[config.mk]
export PLATFORM = sky130hd
export DESIGN_NAME = dp_audio_sdp_inserter
export DESIGN_NICKNAME = d
export VERILOG_FILES = /design/src/rtl/dp_audio_sdp_inserter.sv
export SDC_FILE = /design/constraint.sdc
export NUM_CORES = 1
export LEC_CHECK = 0
export BUFFER_PORTS_ARGS = -buffer_cell sky130_fd_sc_hd__buf_2
export CAP_MARGIN = 30
export CELL_PAD_IN_SITES_DETAIL_PLACEMENT = 1
export CELL_PAD_IN_SITES_GLOBAL_PLACEMENT = 2
export CORE_MARGIN = 8
export CORE_UTILIZATION = 47
export CTS_BUF_LIST = sky130_fd_sc_hd__clkbuf_8
export DETAILED_ROUTE_END_ITERATION = 7
export PLACE_DENSITY_LB_ADDON = 0.1
export RECOVER_POWER = 50
export SLEW_MARGIN = 20
export SYNTH_ARGS = -nofsm -noshare
export SYNTH_HDL_FRONTEND = slang
export SYNTH_SLANG_ARGS = --single-unit
[constraint.sdc]
create_clock -name clk -period 11 [get_ports clk]
set_clock_uncertainty 0.05 [all_clocks]
set_input_delay 1.1 -clock clk [delete_from_list [all_inputs] [get_ports clk]]
set_output_delay 1.1 -clock clk [all_outputs]
set_load 0.05 [all_outputs]
[src/rtl/dp_audio_sdp_inserter.sv]
// DisplayPort audio secondary-data-packet inserter.
// Buffers audio sample frames in a small FIFO and, when a marker symbol shows
// up on lane 0 of the main-link stream, replaces lane 0 with an audio SDP
// (header, IEC-60958-style subframes with check bytes, end symbol).
// Lanes 1..3 always pass through with one cycle of latency.
module dp_audio_sdp_inserter #(
    parameter int NUM_CH     = 2,
    parameter int SAMPLE_W   = 16,
    parameter int SPP        = 2,
    parameter int FIFO_DEPTH = 8
) (
    input  logic                       clk,
    input  logic                       rst,
    input  logic                       enable,
    input  logic                       sample_valid,
    output logic                       sample_ready,
    input  logic [NUM_CH*SAMPLE_W-1:0] sample_data,
    input  logic [71:0]                in_data,
    output logic [71:0]                out_data,
    output logic [15:0]                underrun_cnt,
    output logic                       overflow
);

    localparam int FRAME_W   = NUM_CH * SAMPLE_W;
    localparam int AW        = $clog2(FIFO_DEPTH);
    localparam int NUM_GRP   = NUM_CH * SPP;
    localparam int NUM_SYM   = 10 + 5 * NUM_GRP + (NUM_GRP % 2);
    localparam int PKT_CYC   = NUM_SYM / 2;
    localparam int SYM_AW    = $clog2(NUM_SYM);
    localparam int SYM_SLOTS = 1 << SYM_AW;
    localparam int CYC_W     = SYM_AW - 1;

    localparam logic [8:0] MARKER = 9'h155;
    localparam logic [8:0] SYM_SS = 9'h15C;
    localparam logic [8:0] SYM_SE = 9'h1FD;

    // Reject parameter combinations the packet format cannot represent.
    if (NUM_CH < 2 || NUM_CH > 8 || (NUM_CH % 2) != 0) begin : g_bad_num_ch
        $error("NUM_CH must be even and within 2..8");
    end
    if (SAMPLE_W < 16 || SAMPLE_W > 24) begin : g_bad_sample_w
        $error("SAMPLE_W must be within 16..24");
    end
    if (SPP != 1 && SPP != 2) begin : g_bad_spp
        $error("SPP must be 1 or 2");
    end
    if (FIFO_DEPTH < 4 || FIFO_DEPTH > 16 || (FIFO_DEPTH & (FIFO_DEPTH - 1)) != 0) begin : g_bad_depth
        $error("FIFO_DEPTH must be a power of two within 4..16");
    end

    typedef enum logic {
        IDLE,
        SEND
    } state_t;

    state_t             state;
    state_t             state_next;
    logic [CYC_W-1:0]   cyc;
    logic [CYC_W-1:0]   cyc_next;
    logic [17:0]        lane0_next;
    logic               pop;
    logic               push;
    logic               underrun_hit;
    logic               has_pkt;

    logic [FRAME_W-1:0] mem [0:FIFO_DEPTH-1];
    logic [AW-1:0]      wr_ptr;
    logic [AW-1:0]      rd_ptr;
    logic [AW:0]        count;
    logic [AW:0]        count_next;

    logic [FRAME_W-1:0] pkt_buf [0:SPP-1];
    logic [8:0]         pkt_sym [0:SYM_SLOTS-1];

    // Subframe: sample left-justified into a 24-bit field at [27:4],
    // reserved bits zero, bit 31 makes the whole word even parity.
    function automatic logic [31:0] subframe(input logic [SAMPLE_W-1:0] s);
        logic [31:0] sf;
        sf = '0;
        sf[27 -: SAMPLE_W] = s;
        sf[31] = ^sf[30:0];
        return sf;
    endfunction

    assign sample_ready = !rst && (count != (AW+1)'(FIFO_DEPTH));
    assign push         = sample_valid && sample_ready;
    assign has_pkt      = count >= (AW+1)'(SPP);

    // Occupancy bookkeeping; a simultaneous push and pop both take effect.
    always_comb begin
        count_next = count;
        if (push) begin
            count_next = count_next + (AW+1)'(1);
        end
        if (pop) begin
            count_next = count_next - (AW+1)'(SPP);
        end
    end

    // Flatten the whole packet into a symbol table indexed by symbol number.
    always_comb begin
        logic [31:0] sf;
        sf = '0;
        for (int i = 0; i < SYM_SLOTS; i++) begin
            pkt_sym[i] = 9'h000;
        end
        pkt_sym[0] = SYM_SS;
        pkt_sym[1] = 9'h055;
        pkt_sym[2] = 9'h07E;
        pkt_sym[3] = 9'h005;
        pkt_sym[4] = 9'h0C7;
        pkt_sym[5] = 9'h001;
        pkt_sym[6] = 9'h007;
        pkt_sym[7] = 9'h000;
        pkt_sym[8] = 9'h060;
        for (int f = 0; f < SPP; f++) begin
            for (int ch = 0; ch < NUM_CH; ch++) begin
                sf = subframe(pkt_buf[f][ch*SAMPLE_W +: SAMPLE_W]);
                for (int b = 0; b < 4; b++) begin
                    pkt_sym[9 + 5*(f*NUM_CH + ch) + b] = {1'b0, sf[8*b +: 8]};
                end
                pkt_sym[9 + 5*(f*NUM_CH + ch) + 4] =
                    {1'b0, sf[7:0] ^ sf[15:8] ^ sf[23:16] ^ sf[31:24]};
            end
        end
        pkt_sym[NUM_SYM-1] = SYM_SE;
    end

    // Next-state and lane-0 symbol selection for the insertion FSM.
    always_comb begin
        state_next   = state;
        cyc_next     = cyc;
        lane0_next   = in_data[17:0];
        pop          = 1'b0;
        underrun_hit = 1'b0;
        case (state)
            IDLE: begin
                if (in_data[8:0] == MARKER && enable) begin
                    if (has_pkt) begin
                        pop        = 1'b1;
                        state_next = SEND;
                        cyc_next   = CYC_W'(1);
                        lane0_next = {pkt_sym[1], pkt_sym[0]};
                    end else begin
                        underrun_hit     = 1'b1;
                        lane0_next[8:0]  = 9'h000;
                    end
                end
            end
            SEND: begin
                lane0_next = {pkt_sym[{cyc, 1'b1}], pkt_sym[{cyc, 1'b0}]};
                if (cyc == CYC_W'(PKT_CYC - 1)) begin
                    state_next = IDLE;
                    cyc_next   = '0;
                end else begin
                    cyc_next = cyc + CYC_W'(1);
                end
            end
            default: begin
                state_next = IDLE;
                cyc_next   = '0;
            end
        endcase
    end

    // FSM state register and packet cycle counter.
    always_ff @(posedge clk) begin
        if (rst) begin
            state <= IDLE;
            cyc   <= '0;
        end else begin
            state <= state_next;
            cyc   <= cyc_next;
        end
    end

    // Registered output stream; reset clears it so an aborted packet leaves nothing behind.
    always_ff @(posedge clk) begin
        if (rst) begin
            out_data <= '0;
        end else begin
            out_data <= {in_data[71:18], lane0_next};
        end
    end

    // FIFO storage; only written at the free slot, so no reset is needed.
    always_ff @(posedge clk) begin
        if (push) begin
            mem[wr_ptr] <= sample_data;
        end
    end

    // FIFO pointers and occupancy; pointers wrap naturally at FIFO_DEPTH.
    always_ff @(posedge clk) begin
        if (rst) begin
            wr_ptr <= '0;
            rd_ptr <= '0;
            count  <= '0;
        end else begin
            if (push) begin
                wr_ptr <= wr_ptr + AW'(1);
            end
            if (pop) begin
                rd_ptr <= rd_ptr + AW'(SPP);
            end
            count <= count_next;
        end
    end

    // Capture the frames of a packet at the marker so the FIFO can keep filling.
    always_ff @(posedge clk) begin
        if (pop) begin
            for (int f = 0; f < SPP; f++) begin
                pkt_buf[f] <= mem[rd_ptr + AW'(f)];
            end
        end
    end

    // Status: saturating underrun counter and sticky overflow flag.
    always_ff @(posedge clk) begin
        if (rst) begin
            underrun_cnt <= '0;
            overflow     <= 1'b0;
        end else begin
            if (underrun_hit && underrun_cnt != 16'hFFFF) begin
                underrun_cnt <= underrun_cnt + 16'd1;
            end
            if (sample_valid && !sample_ready) begin
                overflow <= 1'b1;
            end
        end
    end

endmodule

# Word-level counts from Yosys, hierarchy flattened
# Memory sizes are Yosys's and may differ from the RTL's. A register that Yosys moved wholly into a read port is not among the register bits.
# Index checks and enable logic that the tools add are counted.
[word_totals]
mem_count = 2
regBits = 104
mem_bits_rw = 320
inputBits = 108
[memory_table]
columns = ["name", "words", "width", "read_ports", "rd_clocked_by_memory_dff", "write_ports", "line", "source"]
rows = [
  ["mem", 8, 32, 2, 1, 1, "66", "logic [FRAME_W-1:0] mem [0:FIFO_DEPTH-1];"],
  ["pkt_buf", 2, 32, 2, 0, 2, "72", "logic [FRAME_W-1:0] pkt_buf [0:SPP-1];"],
]
[op_classes]
addsub = 7
magnitude_cmp = 3
reduce_logical = 12
bitwise_logic = 11
muxes = 30
eq_ne = 6
[op_table]
columns = ["cell", "count"]
rows = [
  ["XOR reduction 31 bit", 4],
  ["binary-select mux 9 bit (select 5 bit)", 2],
  ["XOR 8 bit", 8],
  ["two-way mux 9 bit", 6],
  ["one-hot mux 18 bit (2 select lines)", 1],
  ["two-way mux 4 bit", 5],
  ["two-way mux 18 bit", 1],
  ["adder 16 x 1 -> 16 bit, second input constant", 1],
  ["!= test 16 bit, second input constant", 1],
  ["greater-or-equal comparator 6 bit, second input constant", 2],
  ["inverter 5 -> 6 bit", 2],
  ["two-way mux 1 bit", 11],
  ["== test 9 bit, second input constant", 1],
  ["adder 4 x 1 -> 4 bit, second input constant", 2],
  ["one-hot mux 4 bit (2 select lines)", 1],
  ["adder 3 x 1 -> 3 bit, second input constant", 2],
  ["two-way mux 3 bit", 2],
  ["logical AND 1 bit", 5],
  ["== test 4 bit, second input constant", 1],
  ["greater-or-equal comparator 4 x 2 -> 1 bit, second input constant", 1],
  ["!= test 2 bit, second input constant", 2],
  ["!= test 4 bit, second input constant", 1],
  ["subtractor 4 x 2 -> 4 bit, second input constant", 1],
  ["adder 3 x 2 -> 3 bit, second input constant", 1],
  ["4 further kinds", 5],
]

# Depth between registers and ports, before layout
# Gate-level depths: netlist (run 1).
# An unclocked memory read counts as a cell.
[depth]
word_depth = 7
ltp_mapped = 12
depth_no_buf = 11

# Least setup slack after synthesis (run 1)
# No wires, ideal clock.
[synth_timing]
path_kind = "input -> register"
start = "in rst"
end = "mem mem[0][0] (netlist name), enable pin"
setup_time_ns = 0.502
stages = 4
path_buffers = 1
setup_slack_ns = 5.097
arrival_ns = 5.351
required_time_ns = 10.448
cell_sequence = "clkbuf_1 -> nor2_1 -> nand2_1 -> nor4_1"
[synth_via]
elab_chain_len = 5
[synth_rtl]
columns = ["item", "line", "source"]
rows = [
  ["start: declaration", "13", "input logic rst,"],
  ["logical NOT 1 bit", "85", "assign sample_ready = !rst && (count != (AW+1)'(FIFO_DEPTH));"],
  ["logical AND 1 bit", "85", ""],
  ["via sample_ready", "16", "output logic sample_ready,"],
  ["logical AND 1 bit", "86", "assign push = sample_valid && sample_ready;"],
  ["two-way mux 1 bit", "188", "if (push) begin"],
  ["two-way mux 1 bit (not written as such)", "189", "mem[wr_ptr] <= sample_data;"],
  ["end: declaration", "66", ""],
]
# The timed path passes the listed nets, and every way through them passes these cells.

# Worst setup path in the final report (run 1)
[layout_timing]
start = "in rst"
end = "out sample_ready"
[layout_via]
elab_chain_len = 2
[layout_rtl]
columns = ["item", "line"]
rows = [
  ["logical NOT 1 bit", "85"],
  ["logical AND 1 bit", "85"],
  ["end: declaration", "16"],
]
# No other way between the ends.

==> results.toml, run 1 <==
[worst_setup_path]
path_cells = "clkbuf_1 > nor2_1 > buf_2"
cpPeakStageDelay_ns = 1.88
rrSetupSlack_ns = 7.34
worstSetupPathType = "in2out"
cp_slowest_cell = "clkbuf_1"
cp.arrival_ns = 3.58
path_max_fanout = 64
cp-start-kind = "input pin"
cp-end-kind = "output port"
required_ns = 9.85

[power_and_ir_drop]
vdd_drop_max_uv = 103.9
power.density_nw_per_um2 = 167.0
power_leakage_nw = 6.608

[sta]
maxClockFrequency_ghz = 0.2113
setup_viol = 0
slew_headroom_pct = -112.2
fin_setup_tns_ns = 0
min_period_ns = 4.733
drv_slew = 179
max_slew.worst_pin.slew_ns = 3.184
rsz0062_at_grt = "false"
finalHoldViolations = 0
timing.final.crit_share_pct = 43.03

[clock_network]
clkTransAtPathRegs_ns = 0.06
cts_inserted_buffers = 70
root_buffer = "clkbuf_8"
cts_setup_buffers = 0
holdBufCountCts = 0
cts_tree = "done"
clkLatencyLatePin_ns = 0.62
clockBufferDepth = 3
cts_sinks = 425
h-tree-depth = 3
ctsResizeCount = 0

[routing]
dr.pass1.iters = 5
drcViolationCount = 0
vias = 9539
drtIter0Drc = 573
vias_per_cell = 5.411
drtAntennaViolNets = 0
wl_per_cell_um = 23.23
routed_wl_um = 40960

[global_routing]
antenna_found_initial = 3
overflow = 0
grt_max_degree = 65
grt_pass1_vias = 10300
grt_use_total_pct = 19.73
grt_first_pass_wirelength_um = 61670

[run_status]
failed_checks = "max-capacitance violations, max-slew violations"
outcome = "finished, violations left"

[synth]
synth_seq_cells = 425
ys_types = 59
async_reset_ff_share_pct = 0
synth_cells = 1017
syn-num-nets = 1131
synthesis.area_sq_um = 16390
yosysWarningCount = 0
avgSynthCellArea_sq_um = 16.12
synth_edf_count = 320
synth.yosys.seq_area_share_pct = 71.43
synthFlopType = "edfxtp_1"

[place]
placed_area_sq_um = 17960
io_buffers = 197
dp_hpwl_um = 27260
place.gp.congestion = 0.8222

[floorplan]
die_w_um = 202.8
core_sq_um = 34460
rows = 68
die_area_sq_um = 41110
die_h_um = 202.8
initial_core_util_pct = 47.58
io_pins = 198

[cells_and_area]
area_growth_pct = 17.11
final_cell_area_sq_um = 19200
drive_gt1_share_pct = 24.85
layout.nets = 1366
num_antenna_cells = 0
final_common_cell = "edfxtp_1"
mostFrequentLayoutCells = "320 x edfxtp_1, 128 x buf_2, 102 x dfxtp_1"

[worst_hold_path]
min_path_type = "reg2reg"

[flow_run]
cap_violations = 4
==> synthesized netlist by cell type (all sizes together), types with 6 or more instances <==
master	number	area [sq um]
clkbuf	42	157.7
inv	13	48.80
buf	12	52.55
mux4	64	1441
ha	6	75.07
xnor2	52	455.4
nor2b	56	350.3
nand4	8	50.05
nand2	54	202.7
dfxtp	105	2102
xor2	28	245.2
mux2	6	71.31
edfxtp	320	9609
nor2	71	266.5
o221ai	6	52.55
nor3	11	55.05
and3	6	37.54
o21ai	25	125.1
mux2i	16	160.2
a22oi	7	52.55
nand3	13	65.06
a221oi	7	61.31
a21oi	30	153.9
==> metrics by stage <==
| stage | hold WS [ns] | setup WS [ns] | cells | util [%] | total power [mW] |
|---|---|---|---|---|---|
| floorplan | 0.4615 | 5.097 | 1017 | - | 1.875 |
| global placement | 0.4054 | 7.235 | 1634 | 52.06 | 1.932 |
| detailed placement | 0.4130 | 7.204 | 1635 | 52.14 | 1.938 |
| CTS | 0.4295 | 7.778 | 1763 | 56.01 | 3.255 |
| global route | 0.4927 | 5.875 | 1763 | 55.72 | 3.321 |
| finish | 0.4195 | 6.267 | 1763 | 55.72 | 3.206 |
==> state kept, by name, summed over array words and instances, names as in the netlist, 2 cells and up, named ones only <==
register and cells:
pkt_buf 64, cyc 4, rd_ptr 2, wr_ptr 3, mem 256, underrun_cnt 16, count 4, out_data 72
==> final timing paths <==
| path | cells past startpoint | start | to |
|---|---|---|---|
| worst max register to register | 2 | rd_ptr[1]$_SDFFE_PP0P_ | pkt_buf[0][53]$_DFFE_PP_ |
| worst min-delay path | 2 | overflow$_SDFFE_PP0P_ | overflow$_SDFFE_PP0P_ |
| worst min register to register | 2 | overflow$_SDFFE_PP0P_ | overflow$_SDFFE_PP0P_ |
| worst max-delay path | 3 | rst | sample_ready |
==> kinds of logic (layout without fill, tap and decap cells) <==
group | Yosys count | count (layout) | share of synthesized area (%)
buf+inv | 67 | 358 | 1.580
flops | 425 | 425 | 71.43
fa+ha+maj | 6 | 6 | 0.4579
xor+xnor | 83 | 83 | 4.686
simple gates | 237 | 237 | 7.060
compound gates | 113 | 113 | 4.579
mux | 86 | 86 | 10.20
==> metal layers <==
metal  track usage (%)  vias up  wire length [um]
met5                 0        -                27
met4             7.148        4               970
met3             5.276       69              2764
met2             31.48      285             19520
met1             25.79     4845             17680
li1                  -     4336                 -
==> cell type report <==
class,count,area (sq um)
Clock inverter,51,275.3
Tap cell,455,569.3
Sequential cell,425,11720
Timing Repair Buffer,217,1059
Fill cell,3375,15260
Clock buffer,77,1060
Inverter,13,48.80
Multi-Input combinational cell,525,4473
==> worst max-delay path: cells and delay by family <==
| family | cells | cell delay [ns] |
|---|---|---|
| buffers and inverters | 2 | 2.23 |
| AND/OR/NAND/NOR | 1 | 0.25 |
==> power breakdown <==
group	total (mW)	switching [mW]	internal [mW]
Combinational	0.140	0.101	0.0383
Clock	1.31	0.613	0.694
Sequential	1.76	0.00827	1.75
No activity file was read; power rests on OpenSTA's default activity.
==> run 2, diff against run 1 <==
Settings changed: CORE_UTILIZATION 47 to 44.
Clock period 11 ns to 4.38 ns, I/O delays scaled along.
==> results.toml, run 2 (synthesis gave the netlist of run 1 again) <==
[run_status]
outcome = "finished, violations left"
failed_checks = "max-capacitance violations, max-slew violations"

[floorplan]
die_w_um = 209.0
die_h_um = 209.0
io_pins = 198
rows = 70
die_area_sq_um = 43690
initial_core_util_pct = 44.67
core_sq_um = 36700

[sta]
min_period_ns = 3.085
rsz0062_at_grt = "false"
maxClockFrequency_ghz = 0.3241
worst_slack_ns = 1.295
drv_slew = 83
max_slew.worst_pin.slew_ns = 2.391
finalHoldViolations = 0
setup_viol = 0
slew_headroom_pct = -59.41
timing.final.crit_share_pct = 70.44

[clock_network]
ctsResizeCount = 0
holdBufCountCts = 51
h-tree-depth = 3
clkLatencyLatePin_ns = 0.60
root_buffer = "clkbuf_8"
cts_tree = "done"
cts_setup_buffers = 0
cts_inserted_buffers = 71
clockBufferDepth = 3
clkTransAtPathRegs_ns = 0.06
cts_sinks = 425

[power_and_ir_drop]
total_power_mw = 8.007
power.density_nw_per_um2 = 407.2
vdd_drop_max_uv = 295.3
power_leakage_nw = 6.652

[routing]
vias_per_cell = 5.295
drtIter0Drc = 524
drcViolationCount = 0
wl_per_cell_um = 23.23
routed_wl_um = 42480
vias = 9685
dr.pass1.iters = 5
drtAntennaViolNets = 0

[cells_and_area]
utilization_pct = 53.59
drive_gt1_share_pct = 19.76
final_common_cell = "edfxtp_1"
layout.nets = 1418
largest_reg_flops = 256
reg.largest.list = "mem (256), out_data (72), pkt_buf (64)"
multi_input_area_sq_um = 4488
mostFrequentLayoutCells = "320 x edfxtp_1, 120 x clkbuf_1, 103 x dfxtp_1"
regMostFlops = "mem"
final_cell_area_sq_um = 19670
fillers = 3595
regArea_sq_um = 11710
area_growth_pct = 19.96
num_antenna_cells = 0

[worst_hold_path]
min_path_type = "in2reg"
hp-start = "in_data[68]"
hold_depth = 2
hold_end = "out_data[68]$_SDFF_PP0_"

[worst_setup_path]
rrSetupSlack_ns = 1.29
cp-start-kind = "register"
path_max_fanout = 24
r2r_cells = 8
r2r_end = "mem[7][25]$_DFFE_PP_"
path_cells = "inv_1 > ha_1 > and3b_1 > nor2_1 > and2_1 > nand2_1 > nor2_4 > buf_4"
cp-end-kind = "register"
worstSetupPathType = "reg2reg"
reg2reg_from = "count[0]$_SDFFE_PP0P_"
cp-startpoint = "count[0]$_SDFFE_PP0P_"
cp_slowest_cell = "buf_4"
path_delay_family = "simple AND/OR/NAND/NOR gates"
required_ns = 4.57
cp.arrival_ns = 3.27
path_buf_inv = 2
cpPeakStageDelay_ns = 0.44

[global_routing]
antenna_found_initial = 1
overflow = 0
grt_use_total_pct = 19.48
grt_first_pass_wirelength_um = 65200
grt_max_degree = 56
grt_pass1_vias = 10540

[flow_run]
cap_violations = 2

[place]
dp_hpwl_um = 27940
pre_cts_ws_ns = 1.280
place.gp.congestion = 0.8562
placed_area_sq_um = 18010
io_buffers = 197
-- run 2: worst max path at each step --
stage | slack, ns | depth (start not counted) | to
3_5_place_dp | 1.28 | 8 | mem[7][24]$_DFFE_PP_
6_report | 1.29 | 8 | mem[7][25]$_DFFE_PP_
4_1_cts | 1.24 | 8 | mem[7][25]$_DFFE_PP_
2_1_floorplan | -0.17 | 6 | mem[2][0]$_DFFE_PP_
3_3_place_gp | 1.43 | 6 | mem[5][24]$_DFFE_PP_
5_1_grt | 1.04 | 8 | mem[5][30]$_DFFE_PP_
-- run 2: layout make-up --
cell class	instances	share of cell area, %
tap	468	2.977
clock inverter	56	1.438
clock buffer	74	5.179
sequential	425	59.56
timing repair buffer	268	7.775
inverter	13	0.2481
multi-input combinational	525	22.82
-- run 2: power breakdown --
group / leakage [nW] / switching [mW] / internal, mW
clock: 0.779 / 1.51 / 1.69
combinational: 2.12 / 0.266 / 0.121
sequential: 3.76 / 0.0255 / 4.40
total: 6.65 / 1.80 / 6.20
-- run 2: routing by layer --
metal,track usage [%],share of wire (%),up-vias
li1,-,-,4444
met5,0,0.031,-
met3,4.475,5.3,68
met1,25.91,45,4890
met2,31.25,47,281
met4,6.780,2.5,2
-- run 2: metrics by stage --
stage               instances  hold WS, ns  setup TNS (ns)
global placement         1647       0.4262               0
global route             1829     0.003010               0
floorplan                1017       0.4808          -16.45
CTS                      1828     0.002316               0
detailed placement       1647       0.4216               0
finish                   1829      0.02344               0
